$ cat config.mk
export PLATFORM = sky130hd
export DESIGN_NAME = vco_freq_counter
export DESIGN_NICKNAME = d
export VERILOG_FILES = /design/src/rtl/vco_meas_pkg.sv /design/src/rtl/vco_edge_counter.sv /design/src/rtl/vco_freq_counter.sv
export SDC_FILE = /design/constraint.sdc
export NUM_CORES = 1
export LEC_CHECK = 0
export CAP_MARGIN = 20
export CORE_ASPECT_RATIO = 1.25
export CORE_MARGIN = 1
export CORE_UTILIZATION = 55
export CTS_CLUSTER_SIZE = 8
export DETAILED_ROUTE_END_ITERATION = 6
export PLACE_DENSITY = 0.81
export SLEW_MARGIN = 20
export SYNTH_ARGS = -nofsm -noshare
export SYNTH_HDL_FRONTEND = slang
export SYNTH_SLANG_ARGS = --single-unit
export TNS_END_PERCENT = 5
$ cat constraint.sdc
create_clock -name clk -period 2.9 [get_ports clk]
set_input_delay 0.58 -clock clk [delete_from_list [all_inputs] [get_ports clk]]
set_output_delay 0.58 -clock clk [all_outputs]
set_load 0.05 [all_outputs]
$ cat src/rtl/vco_meas_pkg.sv
// Shared types and constants for the dual-VCO frequency counter.
package vco_meas_pkg;

  // Measurement sequencer states
  typedef enum logic [1:0] {
    StIdle,
    StArm,
    StGate,
    StLatch
  } meas_state_e;

  // Readout byte select encodings
  localparam logic [2:0] SEL_A_LO   = 3'd0;
  localparam logic [2:0] SEL_A_HI   = 3'd1;
  localparam logic [2:0] SEL_B_LO   = 3'd2;
  localparam logic [2:0] SEL_B_HI   = 3'd3;
  localparam logic [2:0] SEL_STATUS = 3'd4;

  // Bit positions inside the status byte
  localparam int unsigned STATUS_OVF_A = 0;
  localparam int unsigned STATUS_OVF_B = 1;
  localparam int unsigned STATUS_BUSY  = 2;

endpackage

$ cat src/rtl/vco_edge_counter.sv
// One VCO channel: synchroniser, rising-edge detect, saturating edge counter with sticky overflow.
module vco_edge_counter #(
  parameter int unsigned CNT_W       = 16,
  parameter int unsigned SYNC_STAGES = 2
) (
  input  logic             clk_i,
  input  logic             rst_i,
  input  logic             vco_i,
  input  logic             clr_i,
  input  logic             en_i,
  output logic [CNT_W-1:0] cnt_next_o,
  output logic             ovf_next_o
);

  localparam logic [CNT_W-1:0] CntMax = {CNT_W{1'b1}};

  logic [SYNC_STAGES-1:0] sync_q, sync_d;
  logic                   prev_q, prev_d;
  logic                   rise;
  logic [CNT_W-1:0]       cnt_q, cnt_d;
  logic                   ovf_q, ovf_d;

  // Shift the asynchronous VCO level through the synchroniser and remember the last synced level
  always_comb begin
    sync_d = {sync_q[SYNC_STAGES-2:0], vco_i};
    prev_d = sync_q[SYNC_STAGES-1];
  end

  assign rise = sync_q[SYNC_STAGES-1] & ~prev_q;

  // Count rises while enabled; hold at all-ones and flag any rise beyond that
  always_comb begin
    cnt_d = cnt_q;
    ovf_d = ovf_q;
    if (clr_i) begin
      cnt_d = '0;
      ovf_d = 1'b0;
    end else if (en_i && rise) begin
      if (cnt_q == CntMax) begin
        ovf_d = 1'b1;
      end else begin
        cnt_d = cnt_q + 1'b1;
      end
    end
  end

  // State registers with synchronous reset
  always_ff @(posedge clk_i) begin
    if (rst_i) begin
      sync_q <= '0;
      prev_q <= 1'b0;
      cnt_q  <= '0;
      ovf_q  <= 1'b0;
    end else begin
      sync_q <= sync_d;
      prev_q <= prev_d;
      cnt_q  <= cnt_d;
      ovf_q  <= ovf_d;
    end
  end

  // Next-state values let the top capture a rise from the final gate cycle
  assign cnt_next_o = cnt_d;
  assign ovf_next_o = ovf_d;

endmodule

$ cat src/rtl/vco_freq_counter.sv
// Gated dual-channel VCO edge counter with latched results and a byte-muxed readout.
module vco_freq_counter
  import vco_meas_pkg::*;
#(
  parameter int unsigned GATE_CYCLES = 1000,
  parameter int unsigned CNT_W       = 16,
  parameter int unsigned SYNC_STAGES = 2
) (
  input  logic             clk,
  input  logic             rst,
  input  logic             ena,
  input  logic             start,
  input  logic             cont,
  input  logic             vco_a,
  input  logic             vco_b,
  input  logic [2:0]       byte_sel,
  output logic             busy,
  output logic             valid,
  output logic [CNT_W-1:0] cnt_a,
  output logic [CNT_W-1:0] cnt_b,
  output logic             ovf_a,
  output logic             ovf_b,
  output logic [7:0]       data_out
);

  localparam int unsigned       TimerW    = $clog2(GATE_CYCLES);
  localparam logic [TimerW-1:0] TimerLast = TimerW'(GATE_CYCLES - 1);

  meas_state_e       state_q, state_d;
  logic [TimerW-1:0] timer_q, timer_d;
  logic [CNT_W-1:0]  cnt_a_q, cnt_a_d, cnt_b_q, cnt_b_d;
  logic              ovf_a_q, ovf_a_d, ovf_b_q, ovf_b_d;
  logic              load_res;
  logic              live_clr, live_en;
  logic [CNT_W-1:0]  live_cnt_a, live_cnt_b;
  logic              live_ovf_a, live_ovf_b;
  logic [15:0]       res_a_ext, res_b_ext;

  assign live_clr = (state_q == StArm);
  assign live_en  = (state_q == StGate);

  vco_edge_counter #(
    .CNT_W       (CNT_W),
    .SYNC_STAGES (SYNC_STAGES)
  ) u_cnt_a (
    .clk_i      (clk),
    .rst_i      (rst),
    .vco_i      (vco_a),
    .clr_i      (live_clr),
    .en_i       (live_en),
    .cnt_next_o (live_cnt_a),
    .ovf_next_o (live_ovf_a)
  );

  vco_edge_counter #(
    .CNT_W       (CNT_W),
    .SYNC_STAGES (SYNC_STAGES)
  ) u_cnt_b (
    .clk_i      (clk),
    .rst_i      (rst),
    .vco_i      (vco_b),
    .clr_i      (live_clr),
    .en_i       (live_en),
    .cnt_next_o (live_cnt_b),
    .ovf_next_o (live_ovf_b)
  );

  // Sequencer: arm, gate for exactly GATE_CYCLES, latch; ena low aborts arm/gate
  always_comb begin
    state_d  = state_q;
    timer_d  = timer_q;
    load_res = 1'b0;
    unique case (state_q)
      StIdle: begin
        if (ena && (start || cont)) state_d = StArm;
      end
      StArm: begin
        timer_d = '0;
        state_d = ena ? StGate : StIdle;
      end
      StGate: begin
        if (!ena) begin
          state_d = StIdle;
        end else if (timer_q == TimerLast) begin
          // Capture on entry to LATCH so results and valid appear together
          state_d  = StLatch;
          load_res = 1'b1;
        end else begin
          timer_d = timer_q + 1'b1;
        end
      end
      StLatch: begin
        state_d = (ena && cont) ? StArm : StIdle;
      end
      default: state_d = StIdle;
    endcase
  end

  // Result registers only change when a window completes
  always_comb begin
    cnt_a_d = cnt_a_q;
    cnt_b_d = cnt_b_q;
    ovf_a_d = ovf_a_q;
    ovf_b_d = ovf_b_q;
    if (load_res) begin
      cnt_a_d = live_cnt_a;
      cnt_b_d = live_cnt_b;
      ovf_a_d = live_ovf_a;
      ovf_b_d = live_ovf_b;
    end
  end

  // State, timer and result registers with synchronous reset
  always_ff @(posedge clk) begin
    if (rst) begin
      state_q <= StIdle;
      timer_q <= '0;
      cnt_a_q <= '0;
      cnt_b_q <= '0;
      ovf_a_q <= 1'b0;
      ovf_b_q <= 1'b0;
    end else begin
      state_q <= state_d;
      timer_q <= timer_d;
      cnt_a_q <= cnt_a_d;
      cnt_b_q <= cnt_b_d;
      ovf_a_q <= ovf_a_d;
      ovf_b_q <= ovf_b_d;
    end
  end

  assign busy  = (state_q != StIdle);
  assign valid = (state_q == StLatch);
  assign cnt_a = cnt_a_q;
  assign cnt_b = cnt_b_q;
  assign ovf_a = ovf_a_q;
  assign ovf_b = ovf_b_q;

  assign res_a_ext = 16'(cnt_a_q);
  assign res_b_ext = 16'(cnt_b_q);

  // Byte-wide readout of the latched results
  always_comb begin
    data_out = 8'h00;
    case (byte_sel)
      SEL_A_LO: data_out = res_a_ext[7:0];
      SEL_A_HI: data_out = res_a_ext[15:8];
      SEL_B_LO: data_out = res_b_ext[7:0];
      SEL_B_HI: data_out = res_b_ext[15:8];
      SEL_STATUS: begin
        data_out[STATUS_OVF_A] = ovf_a_q;
        data_out[STATUS_OVF_B] = ovf_b_q;
        data_out[STATUS_BUSY]  = busy;
      end
      default: data_out = 8'h00;
    endcase
  end

endmodule

### Yosys cells after proc, flatten, opt, wreduce, memory -nomap -nowiden

Cells that the tools add are included.
W data, S select, Z words.

| storage, ports and cells | value |
|---|---|
| word-level logic and storage cells | 72 |
| output and inout bits | 44 |
| register bits | 86 |
| RAM bits | 0 |
| latch bits | 0 |
| bits in read-only memories | 0 |
| memories kept | 0 |

| cells by class | value |
|---|---|
| eq/ne operators | 14 |
| multiplexer cells | 26 |
| add/sub/neg operators | 3 |
| magnitude comparators | 0 |
| reduce and logical (&&, ||, !) cells | 11 |
| multiply operators | 0 |
| shift-type cells | 0 |
| divide/modulo/power cells | 0 |
| bitwise logic cells | 4 |

Operators by type and width:

| cell | number |
|---|---|
| $mux W16 | 6 |
| $add A16 B1 Y16 const B | 2 |
| $eq A16 B16 Y1 const B | 2 |
| $mux W10 | 2 |
| $pmux W10 S2 | 1 |
| $pmux W5 S4 | 1 |
| $pmux W3 S5 | 1 |
| $add A10 B1 Y10 const B | 1 |
| $eq A10 B10 Y1 const B | 1 |
| $mux W1 | 10 |
| $mux W2 | 4 |
| $pmux W2 S4 | 1 |
| $eq A3 B2 Y1 const B | 2 |
| $ne A2 B2 Y1 const B | 3 |
| $eq A2 B2 Y1 const B | 2 |
| $logic_and A1 B1 Y1 | 4 |
| $reduce_bool A2 Y1 | 2 |
| $eq A3 B1 Y1 const B | 1 |
| $eq A3 B3 Y1 const B | 1 |
| $logic_not A3 Y1 | 1 |
| $ne A3 B3 Y1 const B | 1 |
| $reduce_and A3 Y1 | 1 |
| $and A1 B1 Y1 | 2 |
| $eq A2 B1 Y1 const B | 1 |
| 4 further kinds | 5 |

### Longest topological paths before layout

| depth | value |
|---|---|
| depth in word-level cells | 5 |
| gate-level depth with buffers | 7 |
| mapped depth without buffers | 6 |

### Modules after synthesis

From an unflattened synthesis, not the netlist that was laid out.

| unflattened totals | value |
|---|---|
| cells, all modules | 537 |
| area total of the unflattened synthesis | 4413.0 µm² |

Modules (own cells, without submodules):

| module | cells an instance | seq. area each (µm²) | area each (µm²) | instances |
|---|---|---|---|---|
| vco_freq_counter | 251 | 920.9 | 2129.5 | 1 |
| vco_edge_counter at u_cnt_b | 146 | 400.4 | 1168.6 | 1 |
| vco_edge_counter at u_cnt_a | 140 | 400.4 | 1114.8 | 1 |

### Worst setup path after synthesis

Ideal clock, no wire load.

| timing path | value |
|---|---|
| path type | input port to output port |
| start | in byte_sel[2] |
| end | out data_out[0] |
| required time | 2.320 ns |
| stages | 5 |
| path slack | 0.108 ns |
| buffers on the path | 1 |
| arrival | 2.212 ns |
| cell sequence | buf_1 -> mux2i_1 -> nor2_1 -> a21oi_1 -> o21ai_0 |

| on the way | value |
|---|---|
| cells in the longest elaborated chain, start to end | 2 |

RTL lines:

| what | RTL line | RTL |
|---|---|---|
| start: declaration | vco_freq_counter.sv:16 | `input logic [2:0] byte_sel,` |
| $eq A3 B3 Y1, or another cell as far along | vco_freq_counter.sv:145 | `case (byte_sel)` |
| $pmux W3 S5 (*) | vco_freq_counter.sv:145 |  |
| end: declaration | vco_freq_counter.sv:23 | `output logic [7:0] data_out` |

Every way passes the cells marked *; elsewhere a longest branch is shown, timed or not.

### Worst setup path after layout

| timing path | value |
|---|---|
| start | in byte_sel[0] |
| end | out data_out[5] |

| on the way | value |
|---|---|
| cells in the longest elaborated chain, start to end | 2 |

RTL lines:

| what | RTL line |
|---|---|
| $eq A3 B2 Y1, or another cell as far along | vco_freq_counter.sv:145 |
| $pmux W5 S4 (*) | vco_freq_counter.sv:145 |

Marked as above.

==> results_dict.tcl <==
set metrics [dict create \
    grt_pass1_vias 3293 \
    cts_setup_buffers 0 \
    grt_overflow_total 0 \
    ys_seq_elements 86 \
    dp_hpwl_um 6887 \
    crit_buf_inv 3 \
    cp_data_arrival_time_ns 2.09 \
    synthFlopType "dfxtp_1" \
    fp.coreArea_mm2 0.006689 \
    slew_headroom_pct 41.03 \
    vias 3518 \
    worst_pin_slew_ns 0.8779 \
    portBuffers 53 \
    layout-drive-gt1-share_pct 11.00 \
    clkLatencyLatePin_ns 0.36 \
    status "finished, final reports clean" \
    pre_cts_slack_ns 0.2354 \
    ir_drop_mv 0.5439 \
    multi_input_area_mm2 0.002076 \
    antenna_found_initial 0 \
    via_per_inst 5.993 \
    synth-compound-area-share_pct 12.99 \
    cpMaxStageDelayCell "mux4_2" \
    pin_count 54 \
    grt_max_degree 39 \
    drt-initial-drc-count 221 \
    grt_pass1_wl_um 15820 \
    power.total_uw 2285 \
    min_path_cells 1 \
    seqCellArea_mm2 0.001722 \
    routedWlPerCell_um 16.56 \
    hold_buffers 0 \
    num_antenna_cells 0 \
    synthMuxAreaShare_pct 6.930 \
    max_stage_delay_ns 0.50 \
    p_switching_uw 474.5 \
    die_area_mm2 0.007433 \
    cp-end-kind "primary output" \
    grt_usage_pct 27.63 \
    cts_buffers 9 \
    routed_wl_um 9718 \
    gp_congestion 0.8589 \
    synth.cell_area_mm2 0.003900 \
    hold_violations 0 \
    finalSetupViolCount 0 \
    fin_nets 509 \
    intPower_uw 1811 \
    rsz0062_at_grt "no" \
    sw_frac_of_total_pct 20.77 \
    fin_ws_ns 0.2323 \
    std_cell_rows 33 \
    fmax_mhz 374.9 \
    crit_top_cell "buf_4" \
    yosys.area_share.simple_pct 27.85 \
    slew_viol_final 0 \
    endpoint "data_out[5]" \
    synth_adder_area_share_pct 0.9625 \
    clkSlewWorstSetupHoldPaths_ns 0.07 \
    ys_warn_count 0 \
    crit_family "buffers and inverters" \
    ant_nets 0 \
    cts.repair.resized 0 \
    critPathLaunchType "input pin" \
    worstPathRequired_ns 2.32 \
    first_pass_iters 5 \
    r2r_slack_ns 0.74 \
    period_share_pct 91.99 \
    place_area_mm2 0.004536 \
    seq_power_share_pct 52.1 \
    stdcell_area_mm2 0.004772 \
    area_delta_synth_final_pct 22.36 \
    ys_async_sr_fraction_pct 0 \
    synth_top_family_by_area "simple AND/OR/NAND/NOR gates" \
    start_util_pct 58.31 \
    clk_path_buf_depth 2 \
    chipWidth_um 77.32 \
    cts_tree "done" \
    path_cells "clkdlybuf4s50_1 -> buf_4 -> mux4_2 -> nor2b_1 -> buf_4" \
    fin_tns_setup_ns 0 \
    clock_skew_ns 0.009067 \
    cp_num_cells 5 \
    rr_worst_depth 6 \
    drc 0 \
    htree_levels 3 \
    finalCriticalPeriod_ns 2.668 \
    syn_avg_cell_area_um2 8.784 \
    leakagePower_uw 0.001590 \
    dieHeight_um 96.15 \
    nFillCells 502 \
    synth-xor-area-share_pct 4.267 \
    cts_root_buffer "clkbuf_8" \
    maxCapViolations 0 \
    crit_start "byte_sel[0]" \
    power_density_mw_per_mm2 478.8 \
    comb_power_share_pct 4.0 \
    worst-setup-path-type "input pin to primary output" \
    power.share.clock_pct 43.9 \
    clock-sinks 86 \
    cp_max_fo 8 \
    synth_edf_count 0 \
    hp-class "register to register" \
    synth_fp_nets 457 \
    r2r-start "u_cnt_b.cnt_q[0]" \
    rr_endpoint "cnt_b[0]" \
    synthCells 444 \
    synth_cell_type_count 57 \
    yosysSeqAreaShare_pct 44.15 \
]
## layer usage
metal | share of wire [%] | up-vias | wire, um | GRT usage (%)
li1 | - | 1693 | - | -
met5 | 0 | - | 0 | 0
met3 | 5.1 | 24 | 491 | 4.929
met1 | 42 | 1692 | 4094 | 32.18
met4 | 2.7 | 0 | 264 | 13.84
met2 | 50 | 109 | 4867 | 48.89
## layout make-up
class                      count  share of cell area (%)
multi-input combinational    330                   43.50
tap                           87                   2.281
sequential                    86                   36.08
clock buffer                  11                   2.963
inverter                       7                  0.5506
timing repair buffer          62                   12.64
clock inverter                 4                   1.993
## cells in the mapped netlist, types with 7 or more instances
library cell / number / area, um^2
dfxtp_1: 86 / 1722
nor2_1: 68 / 255.2
nand2_1: 50 / 187.7
nand3_1: 17 / 85.08
nor3_1: 15 / 75.07
clkbuf_1: 14 / 52.55
o21ai_0: 14 / 70.07
o21ai_1: 14 / 70.07
xnor2_1: 14 / 122.6
a21oi_1: 13 / 65.06
nor2b_1: 13 / 81.33
a211oi_1: 11 / 82.58
mux2i_1: 9 / 90.09
nand4_1: 8 / 50.05
inv_1: 7 / 26.28
## power groups by stage
stage               combinational [uW]  clock [uW]  sequential, uW
finish                            90.7        1000            1190
global route                      97.7        1060            1190
CTS                               90.4        1010            1190
detailed placement                89.3           0            1220
global placement                  88.0           0            1220
floorplan                         56.3           0            1210
## cells in the final DEF, fill, tap and decap left out, drive strengths merged, types with 9 or more instances in the layout
cell type      count
o21ai             29
nor3              15
dfxtp             86
buf               17
xnor2             14
nand2             50
nand4              9
nand3             19
a21oi             13
nor2b             13
clkdlybuf4s50     45
a211oi            13
mux2i              9
clkbuf            11
nor2              68
## stage by stage
stage	utilization (%)	cells	hold slack [ns]
finish	71.34	587	0.4424
detailed placement	67.81	572	0.4243
global placement	67.81	572	0.4258
floorplan	-	444	0.4138
CTS	71.34	587	0.4420
global route	71.34	587	0.4675
## worst min-delay path by stage
stage                 startpoint                end  slack [ns]
3_5_place_dp   u_cnt_b.sync_q[0]  u_cnt_b.sync_q[1]        0.42
4_1_cts        u_cnt_b.sync_q[0]  u_cnt_b.sync_q[1]        0.44
5_1_grt        u_cnt_b.sync_q[0]  u_cnt_b.sync_q[1]        0.47
6_report       u_cnt_b.sync_q[0]  u_cnt_b.sync_q[1]        0.44
3_3_place_gp   u_cnt_b.sync_q[0]  u_cnt_b.sync_q[1]        0.43
2_1_floorplan  u_cnt_a.sync_q[0]  u_cnt_a.sync_q[1]        0.41
## flip-flops by register name (all words and copies together) (netlist names)
signal / cells
cnt_b: 16
u_cnt_b.cnt_q: 16
u_cnt_a.prev_q: 1
u_cnt_b.prev_q: 1
u_cnt_a.cnt_q: 16
timer_q: 10
u_cnt_a.sync_q: 2
u_cnt_b.sync_q: 2
u_cnt_b.ovf_q: 1
cnt_a: 16
u_cnt_a.ovf_q: 1
ovf_a: 1
ovf_b: 1
state_q: 2
## kinds of logic after synthesis
| logic type | count (synthesis) |
|---|---|
| and+or+nand+nor | 212 |
| DFF | 86 |
| AOI/OAI and AO/OA | 77 |
| buffers and inverters | 28 |
| xor gates and xnor gates | 19 |
| muxes | 19 |
| adders and majority gates | 3 |
Power figures use the tool's default switching activity.
